File: src/rtl/instr_issue.sv
// Instruction decode/issue stage with its own 8x16 register file and one-cycle writeback.
// Optional build macro ISSUE_FWD_EN: forward ALUResult on RAW hazards instead of stalling.
module instr_issue #(
  parameter logic [4:0] NOP_CODE = 5'b11111
) (
  input  logic        CLK,
  input  logic        RST_N,
  input  logic [15:0] ins,
  input  logic        ins_valid,
  output logic        ins_ready,
  output logic [4:0]  ALUControl,
  output logic [15:0] SrcA,
  output logic [15:0] SrcB,
  output logic        issue,
  input  logic [15:0] ALUResult,
  output logic        wb_strobe,
  input  logic [2:0]  dbg_addr,
  output logic [15:0] dbg_data
);

  localparam logic [4:0] OP_INS    = 5'b00000;
  localparam logic [4:0] OP_DES    = 5'b00001;
  localparam logic [4:0] OP_CMP    = 5'b00100;
  localparam logic [4:0] OP_JUMP   = 5'b00101;
  localparam logic [4:0] OP_MOV    = 5'b00110;
  localparam logic [4:0] OP_AND    = 5'b01000;
  localparam logic [4:0] OP_SRA    = 5'b01110;
  localparam logic [4:0] OP_ADD    = 5'b10000;
  localparam logic [4:0] OP_SUBC   = 5'b10011;
  localparam logic [4:0] OP_ADD_I  = 5'b10100;
  localparam logic [4:0] OP_SUB_I  = 5'b10101;
  localparam logic [4:0] OP_ADD_II = 5'b10110;
  localparam logic [4:0] OP_SUB_II = 5'b10111;

  logic [4:0]  opc;
  logic [2:0]  rd;
  logic [2:0]  rs;
  logic [7:0]  imm8;

  logic [4:0]  dec_op;
  logic [15:0] dec_a;
  logic [15:0] dec_b;
  logic        dec_wb;
  logic        use_rd;
  logic        use_rs;
  logic        hit_rd;
  logic        hit_rs;
  logic [15:0] rd_val;
  logic [15:0] rs_val;
  logic        accept;

  logic        issue_q,    issue_d;
  logic [4:0]  alu_ctrl_q, alu_ctrl_d;
  logic [15:0] src_a_q,    src_a_d;
  logic [15:0] src_b_q,    src_b_d;
  logic        wb_en_q,    wb_en_d;
  logic [2:0]  wb_addr_q,  wb_addr_d;
  logic [15:0] regs_q [8];
  logic [15:0] regs_d [8];

  assign opc  = ins[15:11];
  assign rd   = ins[10:8];
  assign rs   = ins[7:5];
  assign imm8 = ins[7:0];

  assign wb_strobe = issue_q & wb_en_q;
  assign hit_rd    = wb_strobe && (wb_addr_q == rd);
  assign hit_rs    = wb_strobe && (wb_addr_q == rs);

`ifdef ISSUE_FWD_EN
  // The issuing ALU result is the value R[wb_addr] will hold after this edge.
  assign rd_val    = (use_rd && hit_rd) ? ALUResult : regs_q[rd];
  assign rs_val    = (use_rs && hit_rs) ? ALUResult : regs_q[rs];
  assign ins_ready = RST_N;
`else
  assign rd_val    = regs_q[rd];
  assign rs_val    = regs_q[rs];
  assign ins_ready = RST_N & ~((use_rd & hit_rd) | (use_rs & hit_rs));
`endif

  assign accept = ins_valid & ins_ready;

  always_comb begin
    dec_op = NOP_CODE;
    dec_a  = '0;
    dec_b  = '0;
    dec_wb = 1'b0;
    use_rd = 1'b0;
    use_rs = 1'b0;
    case (opc) inside
      OP_INS, OP_DES: begin
        dec_op = opc;
        use_rd = 1'b1;
        dec_a  = rd_val;
        dec_wb = 1'b1;
      end
      [OP_AND:OP_SRA], [OP_ADD:OP_SUBC]: begin
        dec_op = opc;
        use_rd = 1'b1;
        use_rs = 1'b1;
        dec_a  = rd_val;
        dec_b  = rs_val;
        dec_wb = 1'b1;
      end
      OP_CMP: begin
        dec_op = opc;
        use_rd = 1'b1;
        use_rs = 1'b1;
        dec_a  = rd_val;
        dec_b  = rs_val;
      end
      OP_ADD_I, OP_SUB_I: begin
        dec_op = opc;
        use_rd = 1'b1;
        dec_a  = rd_val;
        dec_b  = {8'h00, imm8};
        dec_wb = 1'b1;
      end
      OP_ADD_II, OP_SUB_II, OP_JUMP: begin
        dec_op = opc;
        dec_a  = {12'h000, ins[7:4]};
        dec_b  = {12'h000, ins[3:0]};
      end
      OP_MOV: begin
        dec_op = opc;
        dec_b  = {8'h00, imm8};
        dec_wb = 1'b1;
      end
      default: begin
        dec_op = NOP_CODE;
      end
    endcase
  end

  always_comb begin
    issue_d    = accept;
    alu_ctrl_d = accept ? dec_op : NOP_CODE;
    src_a_d    = accept ? dec_a : 16'h0000;
    src_b_d    = accept ? dec_b : 16'h0000;
    wb_en_d    = accept & dec_wb;
    wb_addr_d  = accept ? rd : 3'd0;
    for (int i = 0; i < 8; i++) regs_d[i] = regs_q[i];
    if (wb_strobe) regs_d[wb_addr_q] = ALUResult;
  end

  always_ff @(posedge CLK or negedge RST_N) begin
    if (!RST_N) begin
      issue_q    <= 1'b0;
      alu_ctrl_q <= NOP_CODE;
      src_a_q    <= '0;
      src_b_q    <= '0;
      wb_en_q    <= 1'b0;
      wb_addr_q  <= '0;
      for (int i = 0; i < 8; i++) regs_q[i] <= '0;
    end else begin
      issue_q    <= issue_d;
      alu_ctrl_q <= alu_ctrl_d;
      src_a_q    <= src_a_d;
      src_b_q    <= src_b_d;
      wb_en_q    <= wb_en_d;
      wb_addr_q  <= wb_addr_d;
      for (int i = 0; i < 8; i++) regs_q[i] <= regs_d[i];
    end
  end

  assign issue      = issue_q;
  assign ALUControl = alu_ctrl_q;
  assign SrcA       = src_a_q;
  assign SrcB       = src_b_q;
  assign dbg_data   = regs_q[dbg_addr];

endmodule

File: config.mk
export PLATFORM = sky130hd
export DESIGN_NAME = instr_issue
export DESIGN_NICKNAME = d
export VERILOG_FILES = /design/src/rtl/instr_issue.sv
export SDC_FILE = /design/constraint.sdc
export NUM_CORES = 1
export LEC_CHECK = 0
export BUFFER_PORTS_ARGS = -buffer_cell sky130_fd_sc_hd__buf_2
export CAP_MARGIN = 20
export CORE_UTILIZATION = 50
export DETAILED_ROUTE_END_ITERATION = 7
export MAX_ROUTING_LAYER = met4
export PLACE_DENSITY = 0.8
export SLEW_MARGIN = 20
export SYNTH_ARGS = -nofsm -noshare
export SYNTH_HDL_FRONTEND = slang
export SYNTH_SLANG_ARGS = --single-unit
File: constraint.sdc
create_clock -name CLK -period 5.95 [get_ports CLK]
set_input_delay 0.595 -clock CLK [delete_from_list [all_inputs] [get_ports CLK]]
set_output_delay 0.595 -clock CLK [all_outputs]
set_load 0.03 [all_outputs]
==> results.md, run 1 <==
- Mean Syn Cell Area: 14.51 sq um
- Path class of the lowest-slack min-delay path: in -> async
- Post-synthesis cell type with the largest combined area: dfrtp_1
- Detailed-route vias per instance: about 6.6
- Grt total ovfl: 0
- Violated checks: design-rule violations
- Critical path, cell by cell: buf_2 -> xor2_1 -> or4_1 -> a21o_1 -> and3_1 -> buf_2
- Top area cells in the synthesized netlist: dfrtp_1, mux4_2, mux2_2
- Critical path endpoint category: primary output
- Synth Register Bits: 170
- Post-CTS setup repair buffer count: 0
- Share of flip-flops with an asynchronous set or reset after synthesis: 100.0%
- Overall Global Routing Usage: 27.45%
- Placeable core region: 0.01809 sq mm
- Total wirelength of the detailed-routed design: about 24000 um
- Most Frequent Cell on Critical Path: buf_2
- Setup CP Type: in -> out
- Net total in the final layout: approximately 750
- Dominant delay contributor by cell family on the critical path: buffers and inverters
- Final core utilization: around 58%
- Total count of max-transition violations in the final report: 0
- IO buf count: 93
- Layout-stage area growth over the synthesis result: 12.34%
- Area share of the leading cell type in the synthesized netlist: between 40 and 50%
- Number of max-capacitance violations reported: 0
- Fraction of final layout cells sized beyond drive strength 1: between 50% and 60%
- Register area share after synthesis: 45.81%
- Length of the first detailed-routing pass in iterations: 7
- Clk root buf: clkbuf_16
- Top fanout value on the critical path: 28
- CTS tree: done
- Number of buffers inserted for hold repair after clock tree synthesis: 0
- Most numerous cell types in the synthesized netlist: dfrtp_1, mux2_2, mux4_2, nand2_1, buf_2
- Power per Cell Area: 263.7 mW/mm^2
- Global-route wire length before repair: 38070 um
- Design Area, Final: between 0.01 and 0.015 sq mm
- Number of primary I/O pins: between 90 and 100
- Total number of yosys warnings: 0
- Number of failing setup endpoints in the final timing report: 0
- Number of placement rows: between 40 and 50
- Arrival time reported for the critical path endpoint: between 2 and 2.5 ns
- Maximum root-to-sink buffer count: 2
- Detailed router's first-iteration violation count: 620
- Clock Pin Slew Worst Setup and Hold Paths: ~0.06 ns
- Die area: approximately 0.019 sq mm
- H-tree levels: 4
- Post-placement cell count: ~930
- Final Hold Vio Count: 0
- Worst IR drop on VDD: around 0.00014 V
- Outcome: complete, but fails checks
- Total negative setup slack: 0 ns
- Sinks on the clock net: between 150 and 200
- CP startpoint kind: input pin
- Cell variety after synth: 36
- Routability cong.: 0.8636
- Antenna viol nets, final: 0
- Vias in the first global route: around 6.5k
- Die Span X: between 100 and 150 um
- Total number of vias: ~6.3k
- Instance count of the mapped netlist: 641
- Most common cell in the netlist: dfrtp_1
- Final critical-path share of the clock period: between 50% and 60%
- Residual DRC count: 18
- Vertical die dimension: approximately 140 um
- Antenna violations before repair: 1
- Post-route non-filler standard cell count: approximately 960
- CTS Buf Count: 17
- Area of the mapped netlist: 0.009300 sq mm
- Crit path buffers/inverters: 2
- Relative max-transition margin: between 10% and 20%
- Required time worst endpoint: between 5 and 6 ns
- Unrepaired setup endpoints after global routing: false
- Maximum number of pins on one net before global-route repair: 70
- Post-detailed-placement half-perimeter wirelength: 14610 um
- Source-to-sink clock delay at the later pin of the worst-skew pair: between 0.4 and 0.5 ns
- Tmin final: ~3.0 ns
- Net count after synthesis: 679
- Slowest cell on the critical path: buf_2
- Average detailed-routed wire length per instance: about 25 um
- Placed Area: slightly below 0.01 sq mm
- Resized Gates After CTS: 0
- Clock skew: 0.006538 ns
- Dominant synthesized flop cell: dfrtp_1
- Reported leakage power: 4.752 nW
- Max stage delay on crit path: around 0.72 ns
- Starting utilization of the core area: between 50% and 60%
- Worst-margin pin slew: between 1 and 1.5 ns
- Count of flip-flops with a built-in enable after synthesis: 0
- Hold WS: around 0.15 ns
- Highest clock frequency the design can meet: roughly 0.33 GHz
## layer usage
| layer | part of all wire (%) | track usage [%] | vias to the layer above |
|---|---|---|---|
| met4 | 2.6 | 11.47 | 0 |
| li1 | - | - | 2602 |
| met1 | 39 | 34.83 | 3316 |
| met5 | 0 | - | - |
| met2 | 52 | 43.95 | 345 |
| met3 | 7.0 | 4.745 | 65 |
## path summary, 6_finish.rpt
path | start | endpoint | slack [ns] | depth (start not counted)
max in group asynchronous | RST_N | ALUControl[2]$_DFF_PN1_ | 3.97 | 3
min in group CLK | ins[1] | SrcB[1]$_DFF_PN0_ | 0.46 | 3
worst min register to register | regs_q[50]$_DFFE_PN0P_ | regs_q[50]$_DFFE_PN0P_ | 0.56 | 1
worst max-delay path | ins[5] | ins_ready | 2.91 | 6
worst max register to register | issue$_DFF_PN0_ | regs_q[28]$_DFFE_PN0P_ | 3.25 | 6
worst min-delay path | RST_N | regs_q[51]$_DFFE_PN0P_ | 0.15 | 1
## cell families (layout without fill, tap and decap cells)
family / after synthesis / in the layout / share of synthesized area (%)
AO/OA/AOI/OAI: 38 / 38 / 2.583
XOR/XNOR: 7 / 7 / 0.6592
buffers and inverters: 56 / 144 / 2.919
flip-flops: 170 / 170 / 45.81
multiplexers: 249 / 249 / 41.65
other: 0 / 1 / 0
AND/OR/NAND/NOR: 121 / 121 / 6.377
## cell type report
| class | count | area (sq um) |
|---|---|---|
| tap | 229 | 286.5 |
| fill | 1323 | 7639 |
| clock buffer | 24 | 481.7 |
| clock inverter | 8 | 45.04 |
| timing repair buffer | 103 | 550.5 |
| inverter | 9 | 33.78 |
| sequential | 170 | 4260 |
| multi-input combinational | 415 | 4787 |
| antenna | 1 | 2.502 |
## sequential cells by signal, summed over array words and instances, names as in the netlist
register	count
wb_addr_q	3
wb_en_q	1
issue	1
ALUControl	5
SrcA	16
SrcB	16
regs_q	128
## metrics by stage
stage,total power [W],worst slack (ns)
floorplan,0.001631,3.372
global placement,0.001741,2.875
detailed placement,0.001766,2.830
CTS,0.002759,2.891
global route,0.002852,2.743
finish,0.002755,2.911
## report_power, final
part / internal (W) / switching, W / total [W]
logic: 0.000230 / 0.000223 / 0.000453
registers: 0.00123 / 0.0000711 / 0.00130
clock network: 0.000562 / 0.000437 / 0.000999
total: 0.00202 / 0.000731 / 0.00275
## placed cells by master (no fill, tap or decap), drive strengths merged, types with 2 or more instances in the layout
cell type / count
a21o: 2
nand2: 60
o21ai: 4
mux2i: 9
xor2: 6
and2: 2
clkinvlp: 2
inv: 9
clkbuf: 24
a21oi: 17
nand4: 2
or3b: 2
a31oi: 2
a22oi: 10
nor3: 16
mux4: 96
nor2b: 2
a211oi: 2
nor3b: 2
dfrtp: 165
nand2b: 4
or3: 5
or4: 2
nor2: 22
mux2: 144
clkinv: 6
dfstp: 5
buf: 103
(Power assumes the default switching activity.)
==> run 2: changes to the inputs <==
- ABC_AREA: not set -> 1
- clock period: 5.95 -> 3.15 ns (I/O delays scaled with it)
==> results.md, run 2 <==
- Unrepaired setup endpoints after global routing: false (unchanged)
- Die Span X: 142.3 um (was 138.4 um)
- # fillers: 1784 (was 1323)
- Top fanout value on the critical path: 30 (was 28)
- Detailed router's first-iteration violation count: 1571 (was 620)
- Final critical-path share of the clock period: 71.80%
- Antenna viol nets, final: 0 (unchanged)
- Setup CP Type: in -> out (unchanged)
- Footprint of the multi-input gates: 0.004687 sq mm (was 0.004787 sq mm)
- CTS Buf Count: 17 (unchanged)
- Detailed-route vias per instance: 5.851 (was 6.599)
- Fraction of final layout cells sized beyond drive strength 1: 13.05% (was 53.09%)
- Overall Global Routing Usage: 31.78% (was 27.45%)
- Vertical die dimension: 142.3 um (was 138.4 um)
- Average detailed-routed wire length per instance: 17.73 um (was 24.86 um)
- H-tree levels: 4 (unchanged)
- Number of primary I/O pins: 94 (unchanged)
- Length of the first detailed-routing pass in iterations: 8 (was 7)
- Number of max-capacitance violations reported: 0 (unchanged)
- Net total in the final layout: 1473 (was 754)
- Total count of max-transition violations in the final report: 0 (unchanged)
- Total negative setup slack: 0 ns (unchanged)
- Maximum root-to-sink buffer count: 2 (unchanged)
- Vias in the first global route: 8958 (was 6539)
- Sinks on the clock net: 170 (unchanged)
- Residual DRC count: 0 (was 18)
- Antenna violations before repair: 0 (was 1)
- Total wirelength of the detailed-routed design: 30280 um (was 23840 um)
- Layout-stage area growth over the synthesis result: 12.44% (was 12.34%)
- Starting utilization of the core area: 51.76% (was 51.42%)
- Routability cong.: 0.8807 (was 0.8636)
- Arrival time reported for the critical path endpoint: 1.95 ns (was 2.44 ns)
- CTS tree: done (unchanged)
- Slowest cell on the critical path: buf_2 (unchanged)
- Final setup margin: 0.8883 ns (was 2.911 ns)
- Worst slack, placed: 0.9609 ns (was 2.830 ns)
- Worst-margin pin slew: 0.9657 ns (was 1.200 ns)
- Final Hold Vio Count: 0 (unchanged)
- Worst IR drop on VDD: 0.0003303 V (was 0.0001389 V)
- Tmin final: 2.262 ns
- Total power: 0.005786 W (was 0.002755 W)
- Register with the most flip-flops: regs_q (unchanged)
- Clock Pin Slew Worst Setup and Hold Paths: 0.06 ns (about the same)
- Critical path, cell by cell: buf_2 -> inv_2 -> buf_4 -> a21oi_1 -> o21ai_0 -> nand2_1 -> nor2_1 -> a31oi_1 -> buf_2 (was buf_2 -> xor2_1 -> or4_1 -> a21o_1 -> and3_1 -> buf_2)
- Cell variety after synth: 28 (was 36)
- Total number of vias: 9993 (was 6328)
- Dominant synthesized flop cell: dfrtp_1 (unchanged)
- Share of flip-flops with an asynchronous set or reset after synthesis: 100.0% (unchanged)
- Maximum number of pins on one net before global-route repair: 168 (was 70)
- Clock skew: 0.01440 ns (was 0.006538 ns)
- Most common cell after layout, fill and taps aside: nand2_1 (was dfrtp_1)
- Highest clock frequency the design can meet: 0.4422 GHz
- Required time worst endpoint: 2.83 ns (was 5.36 ns)
- Instance count of the mapped netlist: 1396 (was 641)
- Post-synthesis cell type with the largest combined area: dfrtp_1 (unchanged)
- Synth Register Bits: 170 (unchanged)
- IO buf count: 93 (unchanged)
- Area of the mapped netlist: 0.009843 sq mm (was 0.009300 sq mm)
- Clk root buf: clkbuf_16 (unchanged)
- Number of failing setup endpoints in the final timing report: 0 (unchanged)
- Power per Cell Area: 522.7 mW/mm^2 (was 263.7 mW/mm^2)
- Reported leakage power: 5.962 nW (was 4.752 nW)
- Most used cells in the layout excluding fill and tap cells: nand2_1, o21ai_0, dfrtp_1, inv_1, a21oi_1 (was dfrtp_1, mux2_2, mux4_2, buf_2, nand2_1)
- Most common cell in the netlist: nand2_1 (was dfrtp_1)
- Max FFs per register: 128 (unchanged)
- Path class of the lowest-slack min-delay path: in -> reg (was in -> async)
- Mean Syn Cell Area: 7.051 sq um (was 14.51 sq um)
- Most numerous cell types in the synthesized netlist: nand2_1, o21ai_0, dfrtp_1, inv_1, a21oi_1 (was dfrtp_1, mux2_2, mux4_2, nand2_1, buf_2)
- Max stage delay on crit path: 0.34 ns (was 0.72 ns)
- Number of placement rows: 50 (was 49)
- Resized Gates After CTS: 0 (unchanged)
- Most Frequent Cell on Critical Path: buf_2 (unchanged)
- Net count after synthesis: 1434 (was 679)
- Source-to-sink clock delay at the later pin of the worst-skew pair: 0.45 ns (was 0.43 ns)
- Placeable core region: 0.01902 sq mm (was 0.01809 sq mm)
- Register area share after synthesis: 43.28% (was 45.81%)
- Relative max-transition margin: 35.62% (was 19.75%)
- Grt total ovfl: 0 (unchanged)
- Post-detailed-placement half-perimeter wirelength: 18910 um (was 14610 um)
- Top area cells in the synthesized netlist: dfrtp_1, nand2_1, o21ai_0 (was dfrtp_1, mux4_2, mux2_2)
- Count of flip-flops with a built-in enable after synthesis: 0 (unchanged)
- Area share of the leading cell type in the synthesized netlist: 41.95% (was 44.40%)
- CP startpoint kind: input pin (unchanged)
- Area occupied by registers: 0.004260 sq mm (unchanged)
- Die area: 0.02025 sq mm (was 0.01915 sq mm)
- Inserted Diodes: 0 (was 1)
- Critical path endpoint category: primary output (unchanged)
- Total number of yosys warnings: 0 (unchanged)
- Outcome: complete, no violations (was complete, but fails checks)
- Global-route wire length before repair: 48020 um (was 38070 um)
-- run 2: changes by cell type after synthesis, sizes merged, moves of 64 or more --
cell   previous run  this run
a21oi            17       113
inv               9       122
mux2            144         0
mux4             96         0
nand2            60       388
nand3             0       105
nor2             22        86
o21ai             4       249
-- run 2: where the power goes --
| group | switching, W | internal [W] | total, W | leakage [nW] |
|---|---|---|---|---|
| registers | 0.000129 | 0.00236 | 0.00249 | 1.76 |
| clock network | 0.000964 | 0.00127 | 0.00223 | 0.290 |
| logic | 0.000741 | 0.000324 | 0.00107 | 3.91 |
-- run 2: kinds of logic (layout without fill, tap and decap cells) --
kind of cell              after synthesis  after routing  synth area share (%)
and+or+nand+nor                       582            582                 24.85
AOI/OAI and AO/OA                     420            420                 22.59
DFF                                   170            170                 43.28
buffers and inverters                 222            274                 9.101
xor gates and xnor gates                2              2                0.1780
-- run 2: what timing repair did --
| action | CTS | global route |
|---|---|---|
| hold buffers | 1 | 0 |
| setup buffers | 0 | 0 |
| endpoints found under the hold margin | 3 | 0 |
-- run 2: worst max-delay path: cells and delay by family --
kind	cells	cell delay (ns)
AOI/OAI and AO/OA	3	0.54
and+or+nand+nor	2	0.12
buffers and inverters	4	0.95
-- run 2: final cells by class --
class,count,area share [%]
clock buffers,18,3.877
clock inverters,14,1.673
inverters,123,4.171
multi-input cells,1004,42.35
flip-flops and latches,170,38.49
well taps,260,2.939
repair buffers,119,6.500
-- run 2: path summary, 6_finish.rpt --
kind                            slack, ns  depth (start not counted)              startpoint                 endpoint
worst max register to register       1.25                          6         issue$_DFF_PN0_   regs_q[25]$_DFFE_PN0P_
worst min-delay path                 0.13                          2               ins_valid  ALUControl[3]$_DFF_PN1_
max in group asynchronous            1.77                          3                   RST_N   regs_q[66]$_DFFE_PN0P_
worst min register to register       0.48                          2  regs_q[93]$_DFFE_PN0P_   regs_q[93]$_DFFE_PN0P_
worst max-delay path                 0.89                          9             dbg_addr[0]              dbg_data[8]
min in group asynchronous            0.24                          2                   RST_N        SrcA[4]$_DFF_PN0_
-- run 2: metrics by stage --
| step | instances | instance area (sq um) | hold WS [ns] | util (%) |
|---|---|---|---|---|
| after floorplan | 1396 | 9843 | 0.01941 | - |
| after global placement | 1675 | 10440 | 0.1177 | 54.91 |
| after detailed placement | 1675 | 10440 | 0.1198 | 54.91 |
| after CTS | 1708 | 11070 | 0.1273 | 58.20 |
| after global routing | 1708 | 11070 | 0.1446 | 58.20 |
| final | 1708 | 11070 | 0.1328 | 58.20 |
-- run 2: routing by layer --
| layer | GRT usage (%) | wire [um] | vias up |
|---|---|---|---|
| met4 | 12.51 | 905 | 0 |
| met1 | 43.88 | 12840 | 4557 |
| met3 | 6.427 | 3429 | 90 |
| met2 | 45.69 | 13110 | 671 |
| li1 | - | - | 4675 |
| met5 | - | 0 | - |
==> run 3: changes to the inputs <==
- clock period: 3.15 -> 2.3 ns (I/O delays scaled with it)
==> results.md, run 3 (synthesized netlist as in run 2, its figures left out) <==
- Outcome: complete, no violations (unchanged)
- Total number of vias: 9938 (was 9993)
- Total power: 0.007945 W (was 0.005786 W)
- Final Hold Vio Count: 0 (unchanged)
- Source-to-sink clock delay at the later pin of the worst-skew pair: 0.44 ns (was 0.45 ns)
- Maximum root-to-sink buffer count: 2 (unchanged)
- Max stage delay on crit path: 0.40 ns (was 0.34 ns)
- Area occupied by registers: 0.004260 sq mm (unchanged)
- Inserted Diodes: 0 (unchanged)
- Residual DRC count: 0 (unchanged)
- Placeable core region: 0.01902 sq mm (unchanged)
- Grt total ovfl: 0 (unchanged)
- Number of failing setup endpoints in the final timing report: 0 (unchanged)
- Path class of the lowest-slack min-delay path: in -> reg (unchanged)
- Unrepaired setup endpoints after global routing: false (unchanged)
- Tmin final: approximately 2.1 ns
- Relative max-transition margin: 41.62% (was 35.62%)
- Average detailed-routed wire length per instance: 17.22 um (was 17.73 um)
- IO buf count: 93 (unchanged)
- H-tree levels: 4 (unchanged)
- Length of the first detailed-routing pass in iterations: 8 (unchanged)
- Launch point of the worst reg-to-reg path: wb_addr_q[1]$_DFF_PN0_ (was issue$_DFF_PN0_)
- Detailed router's first-iteration violation count: 1485 (was 1571)
- Dominant delay contributor by cell family on the critical path: compound AO/OA/AOI/OAI gates (was buffers and inverters)
- Crit path buffers/inverters: 2 (was 4)
- Total wirelength of the detailed-routed design: 29630 um (was 30280 um)
- Setup CP Type: reg -> out (was in -> out)
- CP Launch Point: regs_q[53]$_DFFE_PN0P_ (was dbg_addr[0])
- Maximum number of pins on one net before global-route repair: 169 (was 168)
- Detailed-route vias per instance: 5.775 (was 5.851)
- Overall Global Routing Usage: 31.65% (was 31.78%)
- Net total in the final layout: 1487 (was 1473)
- CTS Buf Count: 17 (unchanged)
- Worst IR drop on VDD: 0.0005278 V (was 0.0003303 V)
- Sinks on the clock net: 170 (unchanged)
- # fillers: 1772 (was 1784)
- Vias in the first global route: 8894 (was 8958)
- CTS tree: done (unchanged)
- CP startpoint kind: register (was input pin)
- Total negative setup slack: 0 ns (unchanged)
- Arrival time reported for the critical path endpoint: 1.83 ns (was 1.95 ns)
- Number of placement rows: 50 (unchanged)
- Top fanout value on the critical path: 3 (was 30)
- Resized Gates After CTS: 0 (unchanged)
- Max FFs per register: 128 (unchanged)
- Layout-stage area growth over the synthesis result: 14.19% (was 12.44%)
- Number of primary I/O pins: 94 (unchanged)
- Worst-margin pin slew: 0.8757 ns (was 0.9657 ns)
- Footprint of the multi-input gates: 0.004687 sq mm (unchanged)
- Antenna violations before repair: 0 (unchanged)
- Critical path endpoint category: primary output (unchanged)
- Total count of max-transition violations in the final report: 0 (unchanged)
- Power per Cell Area: 706.9 mW/mm^2 (was 522.7 mW/mm^2)
- Post-placement cell count: 1689 (was 1675)
- Final critical-path share of the clock period: 89.70%
- Starting utilization of the core area: 51.76% (unchanged)
- Post-detailed-placement half-perimeter wirelength: 19410 um (was 18910 um)
- Required time worst endpoint: 2.07 ns (was 2.83 ns)
- Clock Pin Slew Worst Setup and Hold Paths: 0.06 ns (about the same)
- Critical path, cell by cell: inv_1 -> a21oi_1 -> o21ai_0 -> nand2_1 -> nor2_1 -> a31oi_1 -> buf_2 (was buf_2 -> inv_2 -> buf_4 -> a21oi_1 -> o21ai_0 -> nand2_1 -> nor2_1 -> a31oi_1 -> buf_2)
- Register with the most flip-flops: regs_q (unchanged)
- Post-route non-filler standard cell count: 1721 (was 1708)
- Reported leakage power: 6.065 nW (was 5.962 nW)
- Clock skew: 0.008044 ns (was 0.01440 ns)
- Routability cong.: 0.8931 (was 0.8807)
- Fraction of final layout cells sized beyond drive strength 1: 13.69% (was 13.05%)
- Highest clock frequency the design can meet: roughly 0.48 GHz
- Global-route wire length before repair: 47530 um (was 48020 um)
- Hold WS: 0.03986 ns (was 0.1328 ns)
- Slowest cell on the critical path: dfrtp_1 (was buf_2)
- Most used cells in the layout excluding fill and tap cells: nand2_1, o21ai_0, dfrtp_1, inv_1, a21oi_1 (unchanged)
- Most common cell after layout, fill and taps aside: nand2_1 (unchanged)
- Die area: 0.02025 sq mm (unchanged)
- Vertical die dimension: 142.3 um (unchanged)
- Antenna viol nets, final: 0 (unchanged)
- Die Span X: 142.3 um (unchanged)
- Number of max-capacitance violations reported: 0 (unchanged)
- Clk root buf: clkbuf_16 (unchanged)
- Launch instance of the worst min-delay path: ins_valid (unchanged)
[run 3: cell count changes in the layout (fill, tap and decap cells not counted)]
cell,change
buf_4,+9
buf_12,+5
inv_6,-4
clkbuf_1,+2
clkinvlp_4,-2
bufinv_16,+1
clkbuf_8,+1
clkinv_2,+1
clkinv_4,+1
inv_8,-1
[run 3: repair_timing]
| action | CTS | global route |
|---|---|---|
| hold buffers | 1 | 0 |
| setup buffers | 0 | 0 |
| endpoints found under the hold margin | 2 | 0 |
[run 3: per-layer routing]
layer  GRT usage, %  vias up  wire, um
met3          7.335       72      3362
met2          44.92      603     12660
met1          43.61     4561     12830
met4          12.45        0       775
li1               -     4702         -
met5              -        -         0
[run 3: per-stage QoR]
stage	setup slack [ns]	utilization, %	area [sq um]
after detailed placement	0.3904	55.80	10610
after global routing	0.07681	59.10	11240
after floorplan	0.5151	-	9843
after global placement	0.3948	55.80	10610
final	0.2369	59.10	11240
after CTS	0.2655	59.10	11240
[run 3: power by group]
part,switching (W),leakage [nW],internal [W]
sequential,0.000189,1.76,0.00323
clock,0.00121,0.298,0.00185
combinational,0.00100,4.01,0.000465
total,0.00240,6.07,0.00554
[run 3: cell type report]
cell class	count	share of cell area, %
multi-input cells	1004	41.70
flip-flops and latches	170	37.91
repair buffers	133	7.893
inverters	123	4.108
clock buffers	21	4.008
well taps	260	2.894
clock inverters	10	1.492
[run 3: final timing paths]
check / endpoint / slack, ns / cells past startpoint
worst max-delay path: dbg_data[5] / 0.24 / 7
max in group asynchronous: wb_addr_q[0]$_DFF_PN0_ / 1.11 / 3
worst min-delay path: ALUControl[4]$_DFF_PN1_ / 0.04 / 2
worst max register to register: SrcA[13]$_DFF_PN0_ / 0.51 / 9
worst min register to register: regs_q[88]$_DFFE_PN0P_ / 0.49 / 2
min in group asynchronous: wb_en_q$_DFF_PN0_ / 0.15 / 2
